File: config.mk
export PLATFORM = sky130hd
export DESIGN_NAME = icache_sa_flat
export DESIGN_NICKNAME = d
export VERILOG_FILES = /design/src/rtl/icache_sa_if.sv /design/src/rtl/icache_sa.sv /design/src/flat_wrapper.sv
export SDC_FILE = /design/constraint.sdc
export NUM_CORES = 2
export LEC_CHECK = 0
export CAP_MARGIN = 20
export CORE_ASPECT_RATIO = 1.2
export CORE_MARGIN = 1.5
export CORE_UTILIZATION = 45
export CTS_BUF_LIST = sky130_fd_sc_hd__clkbuf_4 sky130_fd_sc_hd__clkbuf_8 sky130_fd_sc_hd__clkbuf_16
export CTS_CLUSTER_SIZE = 20
export DETAILED_ROUTE_END_ITERATION = 10
export GPL_ROUTABILITY_DRIVEN = 0
export PLACE_DENSITY_LB_ADDON = 0.2
export REMOVE_ABC_BUFFERS = 1
export SYNTH_ARGS = -nofsm -noshare
export SYNTH_HDL_FRONTEND = slang
export SYNTH_SLANG_ARGS = --single-unit
File: constraint.sdc
create_clock -name clk -period 10.7 [get_ports clk]
set_input_delay 1.07 -clock clk [delete_from_list [all_inputs] [get_ports clk]]
set_output_delay 1.07 -clock clk [all_outputs]
set_load 0.05 [all_outputs]
File: src/rtl/icache_sa_if.sv
// rtl/icache_sa_if.sv - CPU fetch and memory burst bus bundle for icache_sa
//
// Signals:
//   cache_ena, flush             - access mode and invalidate/abort pulse
//   s_araddr/s_arvalid/s_arready - CPU fetch request
//   s_rdata/s_rvalid             - CPU fetch response
//   m_araddr/m_arlen/m_arvalid/m_arready - memory burst request
//   m_rdata/m_rvalid/m_rlast/m_rready    - memory burst data
// Modports: slave = cache side, master = CPU/memory environment side.

interface icache_sa_if;
    logic        cache_ena;
    logic        flush;
    logic [31:0] s_araddr;
    logic        s_arvalid;
    logic        s_arready;
    logic [31:0] s_rdata;
    logic        s_rvalid;
    logic [31:0] m_araddr;
    logic [7:0]  m_arlen;
    logic        m_arvalid;
    logic        m_arready;
    logic [31:0] m_rdata;
    logic        m_rvalid;
    logic        m_rlast;
    logic        m_rready;

    modport slave (
        input  cache_ena, flush, s_araddr, s_arvalid,
        output s_arready, s_rdata, s_rvalid,
        output m_araddr, m_arlen, m_arvalid,
        input  m_arready, m_rdata, m_rvalid, m_rlast,
        output m_rready
    );

    modport master (
        output cache_ena, flush, s_araddr, s_arvalid,
        input  s_arready, s_rdata, s_rvalid,
        input  m_araddr, m_arlen, m_arvalid,
        output m_arready, m_rdata, m_rvalid, m_rlast,
        input  m_rready
    );
endinterface

File: src/rtl/icache_sa.sv
// rtl/icache_sa.sv - set-associative instruction cache with burst refill and flush
//
// Ports:
//   clk  - clock, all state changes on rising edge
//   rst  - synchronous active-low reset
//   bus  - icache_sa_if.slave: CPU fetch request/response and memory burst channel
// Parameters: WAYS (1,2,4), SETS (power of two >= 2), LINE_WORDS (power of two 2..16).

module icache_sa #(
    parameter int WAYS       = 2,
    parameter int SETS       = 4,
    parameter int LINE_WORDS = 8
) (
    input  logic         clk,
    input  logic         rst,
    icache_sa_if.slave   bus
);

    localparam int WORD_W = $clog2(LINE_WORDS);
    localparam int OFF_W  = WORD_W + 2;
    localparam int IDX_W  = $clog2(SETS);
    localparam int TAG_W  = 32 - OFF_W - IDX_W;
    localparam int WAY_W  = (WAYS > 1) ? $clog2(WAYS) : 1;

    localparam logic [2:0] IDLE     = 3'd0;
    localparam logic [2:0] LOOKUP   = 3'd1;
    localparam logic [2:0] MISS_REQ = 3'd2;
    localparam logic [2:0] REFILL   = 3'd3;
    localparam logic [2:0] DRAIN    = 3'd4;

    logic [2:0]        state;
    logic [31:2]       req_addr;
    logic              req_cached;
    logic [WORD_W-1:0] beat_cnt;
    logic [WAY_W-1:0]  victim_q;
    logic [31:0]       capt_q;

    logic              rvalid_q;
    logic [31:0]       rdata_q;
    logic              arvalid_q;
    logic [31:0]       araddr_q;
    logic [7:0]        arlen_q;

    logic              valid_q [WAYS][SETS];
    logic [TAG_W-1:0]  tag_q   [WAYS][SETS];
    logic [31:0]       data_q  [WAYS][SETS][LINE_WORDS];
    logic [WAY_W-1:0]  ptr_q   [SETS];

    logic [WORD_W-1:0] req_word;
    logic [IDX_W-1:0]  req_idx;
    logic [TAG_W-1:0]  req_tag;

    assign req_word = req_addr[OFF_W-1:2];
    assign req_idx  = req_addr[OFF_W+IDX_W-1:OFF_W];
    assign req_tag  = req_addr[31:OFF_W+IDX_W];

    logic              hit;
    logic [WAY_W-1:0]  hit_way;
    logic [WAY_W-1:0]  victim_c;
    logic [31:0]       hit_word;
    logic              take_beat;
    logic [31:0]       ret_word;
    logic              refill_write;

    always_comb begin
        hit     = 1'b0;
        hit_way = '0;
        for (int w = 0; w < WAYS; w++) begin
            if (valid_q[w][req_idx] && (tag_q[w][req_idx] == req_tag)) begin
                hit     = 1'b1;
                hit_way = WAY_W'(w);
            end
        end
    end

    // Walk downwards so the lowest-index invalid way wins; fall back to the
    // round-robin pointer only when the whole set is valid.
    always_comb begin
        victim_c = ptr_q[req_idx];
        for (int w = WAYS - 1; w >= 0; w--) begin
            if (!valid_q[w][req_idx]) begin
                victim_c = WAY_W'(w);
            end
        end
    end

    assign hit_word = data_q[hit_way][req_idx][req_word];

    // Uncached bursts are a single beat, so that beat is always the answer.
    assign take_beat    = !req_cached || (beat_cnt == req_word);
    assign ret_word     = take_beat ? bus.m_rdata : capt_q;
    assign refill_write = (state == REFILL) && bus.m_rvalid && req_cached && !bus.flush;

    assign bus.s_arready = (state == IDLE);
    assign bus.s_rvalid  = rvalid_q;
    assign bus.s_rdata   = rdata_q;
    assign bus.m_arvalid = arvalid_q;
    assign bus.m_araddr  = araddr_q;
    assign bus.m_arlen   = arlen_q;
    assign bus.m_rready  = (state == REFILL) || (state == DRAIN);

    // Tag and line data carry no reset; valid bits alone decide whether they matter.
    always_ff @(posedge clk) begin
        if (rst && refill_write) begin
            data_q[victim_q][req_idx][beat_cnt] <= bus.m_rdata;
            if (bus.m_rlast) begin
                tag_q[victim_q][req_idx] <= req_tag;
            end
        end
    end

    always_ff @(posedge clk) begin
        if (!rst) begin
            state      <= IDLE;
            req_addr   <= '0;
            req_cached <= 1'b0;
            beat_cnt   <= '0;
            victim_q   <= '0;
            capt_q     <= '0;
            rvalid_q   <= 1'b0;
            rdata_q    <= '0;
            arvalid_q  <= 1'b0;
            araddr_q   <= '0;
            arlen_q    <= '0;
            for (int w = 0; w < WAYS; w++) begin
                for (int s = 0; s < SETS; s++) begin
                    valid_q[w][s] <= 1'b0;
                end
            end
            for (int s = 0; s < SETS; s++) begin
                ptr_q[s] <= '0;
            end
        end else begin
            rvalid_q <= 1'b0;
            if (bus.flush) begin
                for (int w = 0; w < WAYS; w++) begin
                    for (int s = 0; s < SETS; s++) begin
                        valid_q[w][s] <= 1'b0;
                    end
                end
                arvalid_q <= 1'b0;
                case (state)
                    // An address already accepted by memory leaves a burst to soak up.
                    MISS_REQ: state <= bus.m_arready ? DRAIN : IDLE;
                    REFILL, DRAIN: begin
                        if (bus.m_rvalid) begin
                            beat_cnt <= beat_cnt + 1'b1;
                        end
                        state <= (bus.m_rvalid && bus.m_rlast) ? IDLE : DRAIN;
                    end
                    default: state <= IDLE;
                endcase
            end else begin
                case (state)
                    IDLE: begin
                        if (bus.s_arvalid) begin
                            req_addr   <= bus.s_araddr[31:2];
                            req_cached <= bus.cache_ena;
                            beat_cnt   <= '0;
                            if (bus.cache_ena) begin
                                state <= LOOKUP;
                            end else begin
                                state     <= MISS_REQ;
                                arvalid_q <= 1'b1;
                                araddr_q  <= bus.s_araddr;
                                arlen_q   <= '0;
                            end
                        end
                    end
                    LOOKUP: begin
                        if (hit) begin
                            rvalid_q <= 1'b1;
                            rdata_q  <= hit_word;
                            state    <= IDLE;
                        end else begin
                            victim_q  <= victim_c;
                            arvalid_q <= 1'b1;
                            araddr_q  <= {req_addr[31:OFF_W], {OFF_W{1'b0}}};
                            arlen_q   <= 8'(LINE_WORDS - 1);
                            state     <= MISS_REQ;
                        end
                    end
                    MISS_REQ: begin
                        if (bus.m_arready) begin
                            arvalid_q <= 1'b0;
                            beat_cnt  <= '0;
                            state     <= REFILL;
                        end
                    end
                    REFILL: begin
                        if (bus.m_rvalid) begin
                            beat_cnt <= beat_cnt + 1'b1;
                            if (take_beat) begin
                                capt_q <= bus.m_rdata;
                            end
                            if (bus.m_rlast) begin
                                rvalid_q <= 1'b1;
                                rdata_q  <= ret_word;
                                state    <= IDLE;
                                if (req_cached) begin
                                    valid_q[victim_q][req_idx] <= 1'b1;
                                    ptr_q[req_idx] <= (ptr_q[req_idx] == WAY_W'(WAYS - 1))
                                                      ? '0 : ptr_q[req_idx] + 1'b1;
                                end
                            end
                        end
                    end
                    DRAIN: begin
                        if (bus.m_rvalid && bus.m_rlast) begin
                            state <= IDLE;
                        end
                    end
                    default: state <= IDLE;
                endcase
            end
        end
    end

endmodule

File: src/flat_wrapper.sv
// flat-port wrapper written by rule: the top's interface ports become plain ports
module icache_sa_flat 
#(
    parameter int WAYS       = 2,
    parameter int SETS       = 4,
    parameter int LINE_WORDS = 8
)
  (clk, rst, bus_cache_ena, bus_flush, bus_s_araddr, bus_s_arvalid, bus_s_arready, bus_s_rdata, bus_s_rvalid, bus_m_araddr, bus_m_arlen, bus_m_arvalid, bus_m_arready, bus_m_rdata, bus_m_rvalid, bus_m_rlast, bus_m_rready);
  icache_sa_if bus_i ();
  input  logic clk;
  input  logic rst;
  input wire logic [$bits(bus_i.cache_ena)-1:0] bus_cache_ena;
  input wire logic [$bits(bus_i.flush)-1:0] bus_flush;
  input wire logic [$bits(bus_i.s_araddr)-1:0] bus_s_araddr;
  input wire logic [$bits(bus_i.s_arvalid)-1:0] bus_s_arvalid;
  output wire logic [$bits(bus_i.s_arready)-1:0] bus_s_arready;
  output wire logic [$bits(bus_i.s_rdata)-1:0] bus_s_rdata;
  output wire logic [$bits(bus_i.s_rvalid)-1:0] bus_s_rvalid;
  output wire logic [$bits(bus_i.m_araddr)-1:0] bus_m_araddr;
  output wire logic [$bits(bus_i.m_arlen)-1:0] bus_m_arlen;
  output wire logic [$bits(bus_i.m_arvalid)-1:0] bus_m_arvalid;
  input wire logic [$bits(bus_i.m_arready)-1:0] bus_m_arready;
  input wire logic [$bits(bus_i.m_rdata)-1:0] bus_m_rdata;
  input wire logic [$bits(bus_i.m_rvalid)-1:0] bus_m_rvalid;
  input wire logic [$bits(bus_i.m_rlast)-1:0] bus_m_rlast;
  output wire logic [$bits(bus_i.m_rready)-1:0] bus_m_rready;
  assign bus_i.cache_ena = bus_cache_ena;
  assign bus_i.flush = bus_flush;
  assign bus_i.s_araddr = bus_s_araddr;
  assign bus_i.s_arvalid = bus_s_arvalid;
  assign bus_s_arready = bus_i.s_arready;
  assign bus_s_rdata = bus_i.s_rdata;
  assign bus_s_rvalid = bus_i.s_rvalid;
  assign bus_m_araddr = bus_i.m_araddr;
  assign bus_m_arlen = bus_i.m_arlen;
  assign bus_m_arvalid = bus_i.m_arvalid;
  assign bus_i.m_arready = bus_m_arready;
  assign bus_i.m_rdata = bus_m_rdata;
  assign bus_i.m_rvalid = bus_m_rvalid;
  assign bus_i.m_rlast = bus_m_rlast;
  assign bus_m_rready = bus_i.m_rready;
  icache_sa #(.WAYS(WAYS), .SETS(SETS), .LINE_WORDS(LINE_WORDS)) u_core (.clk(clk), .rst(rst), .bus(bus_i));
endmodule
==> impl_metrics.toml <==
[outcome]
status = "complete, no violations"

[global_route]
overflow = 0
grt_max_degree = 130
grt_usage_pct = 23.11
grt_antenna_before_repair = 6
grt_pass1_vias = 47320
grt_pass1_wl_um = 349700

[floorplan]
start_util_pct = 45.34
dieArea_um2 = 211800
fp-row-count = 183
die_w_um = 420.4
die_h_um = 503.8
ioPinCount = 148
core_um2 = 207400

[final_layout]
utilization_pct = 51.41
n_fill_cell = 16510
area_delta_synth_final_pct = 13.37
drive_above_1_share_pct = 24.94
seqCellArea_um2 = 70630
design_area_um2 = 106600
nNetsFinal = 4999
multi_input_area_um2 = 22540

[timing]
rsz0062_at_grt = "no"
timing.setup.tns_ps = 0
clock-skew-final_ps = 73.87
hold_viol = 0
post-route-period-util_pct = 60.15
max_clock_freq_mhz = 155.4
setup_violations = 0
slew-limit-headroom_pct = 23.17
whs_ps = 467.0
period_needed_ps = 6436
finalMaxSlewViolations = 0
worstMarginPinSlew_ps = 1150

[logic_synthesis]
syn_inst = 4704
synth_top_flop_cell = "edfxtp_1"
ys_ff_latch = 2399
synth-async-reset-ratio_pct = 0
yosysWarnings = 0
syn-cell-area_um2 = 94060
synth.distinct_cells = 73
synth.avg_cell_area_um2 = 20.00
ys_seq_area_share_pct = 75.07
synth_edf_count = 2257

[worst_hold_path]
hp-start = "u_core.capt_q[29]"
hold_depth = 2
hp-class = "reg2reg"

[place]
placement.io_buffers = 142
placed_area_um2 = 99230
dpl.hpwl_um = 138500

[worst_setup_path]
arrival_ps = 7190
r2r_cells = 14
startpoint = "u_core.req_addr[5]"
path_class = "reg2reg"
crit_fanout = 67
r2r_slack_ps = 4260
reg2reg_from = "u_core.req_addr[5]"
end_kind = "register"
startpoint_type = "register"
crit_required_ps = 11460

[drt]
ant_nets = 0
wirelength_um = 244900
drt_iter0_markers = 4862
num_vias = 47310
drc_errors = 0
dr.pass1.iters = 5
post_drt_via_cell_ratio = 5.986
wl_per_cell_um = 30.99

[power]
p_leak_nw = 32.86
ir_drop_v = 0.0001297
cellPowerDensity_nw_per_um2 = 178.3

[clock_tree]
cts_setup_buffers = 0
htreeDepth = 4
cts_hold_buf = 0
clk_path_buf_depth = 3
cts_tree = "yes"
cts_inserted_buffers = 224
clkSinkCount = 2399
clkTransAtPathRegs_ps = 60
insertion_delay_ps = 880
cts_resized = 0
cts_root_buf = "clkbuf_16"

[run]
maxCapViolCount = 0
power breakdown:
| group | internal (mW) | total [mW] | switching, mW | leakage (nW) |
|---|---|---|---|---|
| logic | 0.307 | 0.808 | 0.501 | 7.74 |
| clock network | 4.45 | 7.91 | 3.46 | 3.70 |
| registers | 10.3 | 10.3 | 0.0364 | 21.4 |
| total | 15.0 | 19.0 | 3.99 | 32.9 |
flip-flops by register name (all words and copies together), names as in the netlist, 3 cells and up, named ones only:
register	flops
u_core.ptr_q	4
u_core.bus.m_araddr	32
u_core.tag_q	200
u_core.valid_q	8
u_core.capt_q	32
u_core.beat_cnt	3
u_core.req_addr	30
u_core.state	3
u_core.data_q	2048
u_core.bus.s_rdata	32
placed cells by master (no fill, tap or decap), types with 11 or more instances in the layout:
master | Yosys | layout
clkbuf_16 | 0 | 225
nor2_1 | 125 | 57
clkbuf_4 | 0 | 69
nor2b_1 | 11 | 11
o211ai_1 | 13 | 13
nor2_4 | 0 | 64
xnor2_1 | 33 | 33
o21ai_0 | 41 | 41
buf_2 | 81 | 32
mux2i_1 | 184 | 184
mux2_2 | 36 | 36
nand3_1 | 51 | 50
buf_4 | 21 | 152
o21ai_1 | 17 | 17
o311a_1 | 21 | 21
clkinv_1 | 0 | 45
nand4_1 | 38 | 38
a31oi_1 | 45 | 45
edfxtp_1 | 2257 | 2257
and4_1 | 33 | 32
dfxtp_1 | 142 | 138
a21boi_0 | 65 | 65
a211o_1 | 23 | 23
clkbuf_8 | 0 | 11
xor2_1 | 20 | 20
nand2_1 | 398 | 397
a21oi_1 | 35 | 35
o31ai_1 | 27 | 26
clkdlybuf4s50_1 | 0 | 109
mux4_2 | 571 | 571
clkinv_2 | 0 | 41
o211a_1 | 32 | 31
o221ai_1 | 23 | 23
nand2b_1 | 20 | 19
bufinv_16 | 0 | 13
a211oi_1 | 12 | 12
layer usage:
layer	track usage (%)	wire [um]	up-vias	part of all wire, %
li1	-	-	19790	-
met1	31.37	99440	25520	41
met2	38.92	124600	1684	51
met3	3.344	14390	315	5.9
met4	6.523	6509	0	2.7
met5	0	0	-	0
path summary, 6_finish.rpt:
path	end
min reg2reg	u_core.capt_q[29]
max reg2reg	u_core.bus.m_araddr[27]
min	u_core.capt_q[29]
max	u_core.bus.m_araddr[27]
per-stage QoR:
step | setup slack (ps) | cells | power [mW]
global placement | 4256 | 7472 | 11.31
floorplan | -25390 | 4398 | 11.34
detailed placement | 4194 | 7473 | 11.32
CTS | 4211 | 7898 | 19.15
global route | 3763 | 7901 | 19.54
finish | 4264 | 7903 | 19.02
synthesized netlist by cell type (36+ instances only):
library cell / number / area share [%]
a31oi_1: 45 / 0.30
nor2_1: 125 / 0.50
buf_2: 81 / 0.43
nand2_1: 398 / 1.6
edfxtp_1: 2257 / 72
a21boi_0: 65 / 0.52
dfxtp_1: 142 / 3.0
o21ai_0: 41 / 0.22
clkbuf_1: 180 / 0.72
mux2i_1: 184 / 2.0
mux2_2: 36 / 0.43
nand3_1: 51 / 0.27
nand4_1: 38 / 0.25
mux4_2: 571 / 14
area by class of cell:
cell class / count / area share [%]
flip-flops and latches: 2399 / 66.23
clock buffers: 305 / 5.907
multi-input cells: 1987 / 21.14
diodes: 3 / 0.007040
inverters: 12 / 0.04224
well taps: 2775 / 3.256
clock inverters: 120 / 0.9985
repair buffers: 302 / 2.419
worst max-delay path: stages, from the launching register on:
cell and delay, ps:
dfxtp_4 930, buf_4 830, mux4_2 610, xnor2_1 150, and4_1 250, and4_2 240
buf_4 290, nand3_4 140, buf_4 650, buf_4 750, a31oi_1 200, nor4_2 170
buf_4 560, nand3_1 140, o211a_1 170
kinds of logic after synthesis:
family          share of synthesized area (%)
other cells                          0.003987
buf+inv                                 1.590
fa+ha+maj                             0.01330
flops                                   75.07
xor+xnor                               0.5108
mux                                     16.07
simple gates                            3.528
compound gates                          3.208
(Power assumes the default switching activity.)
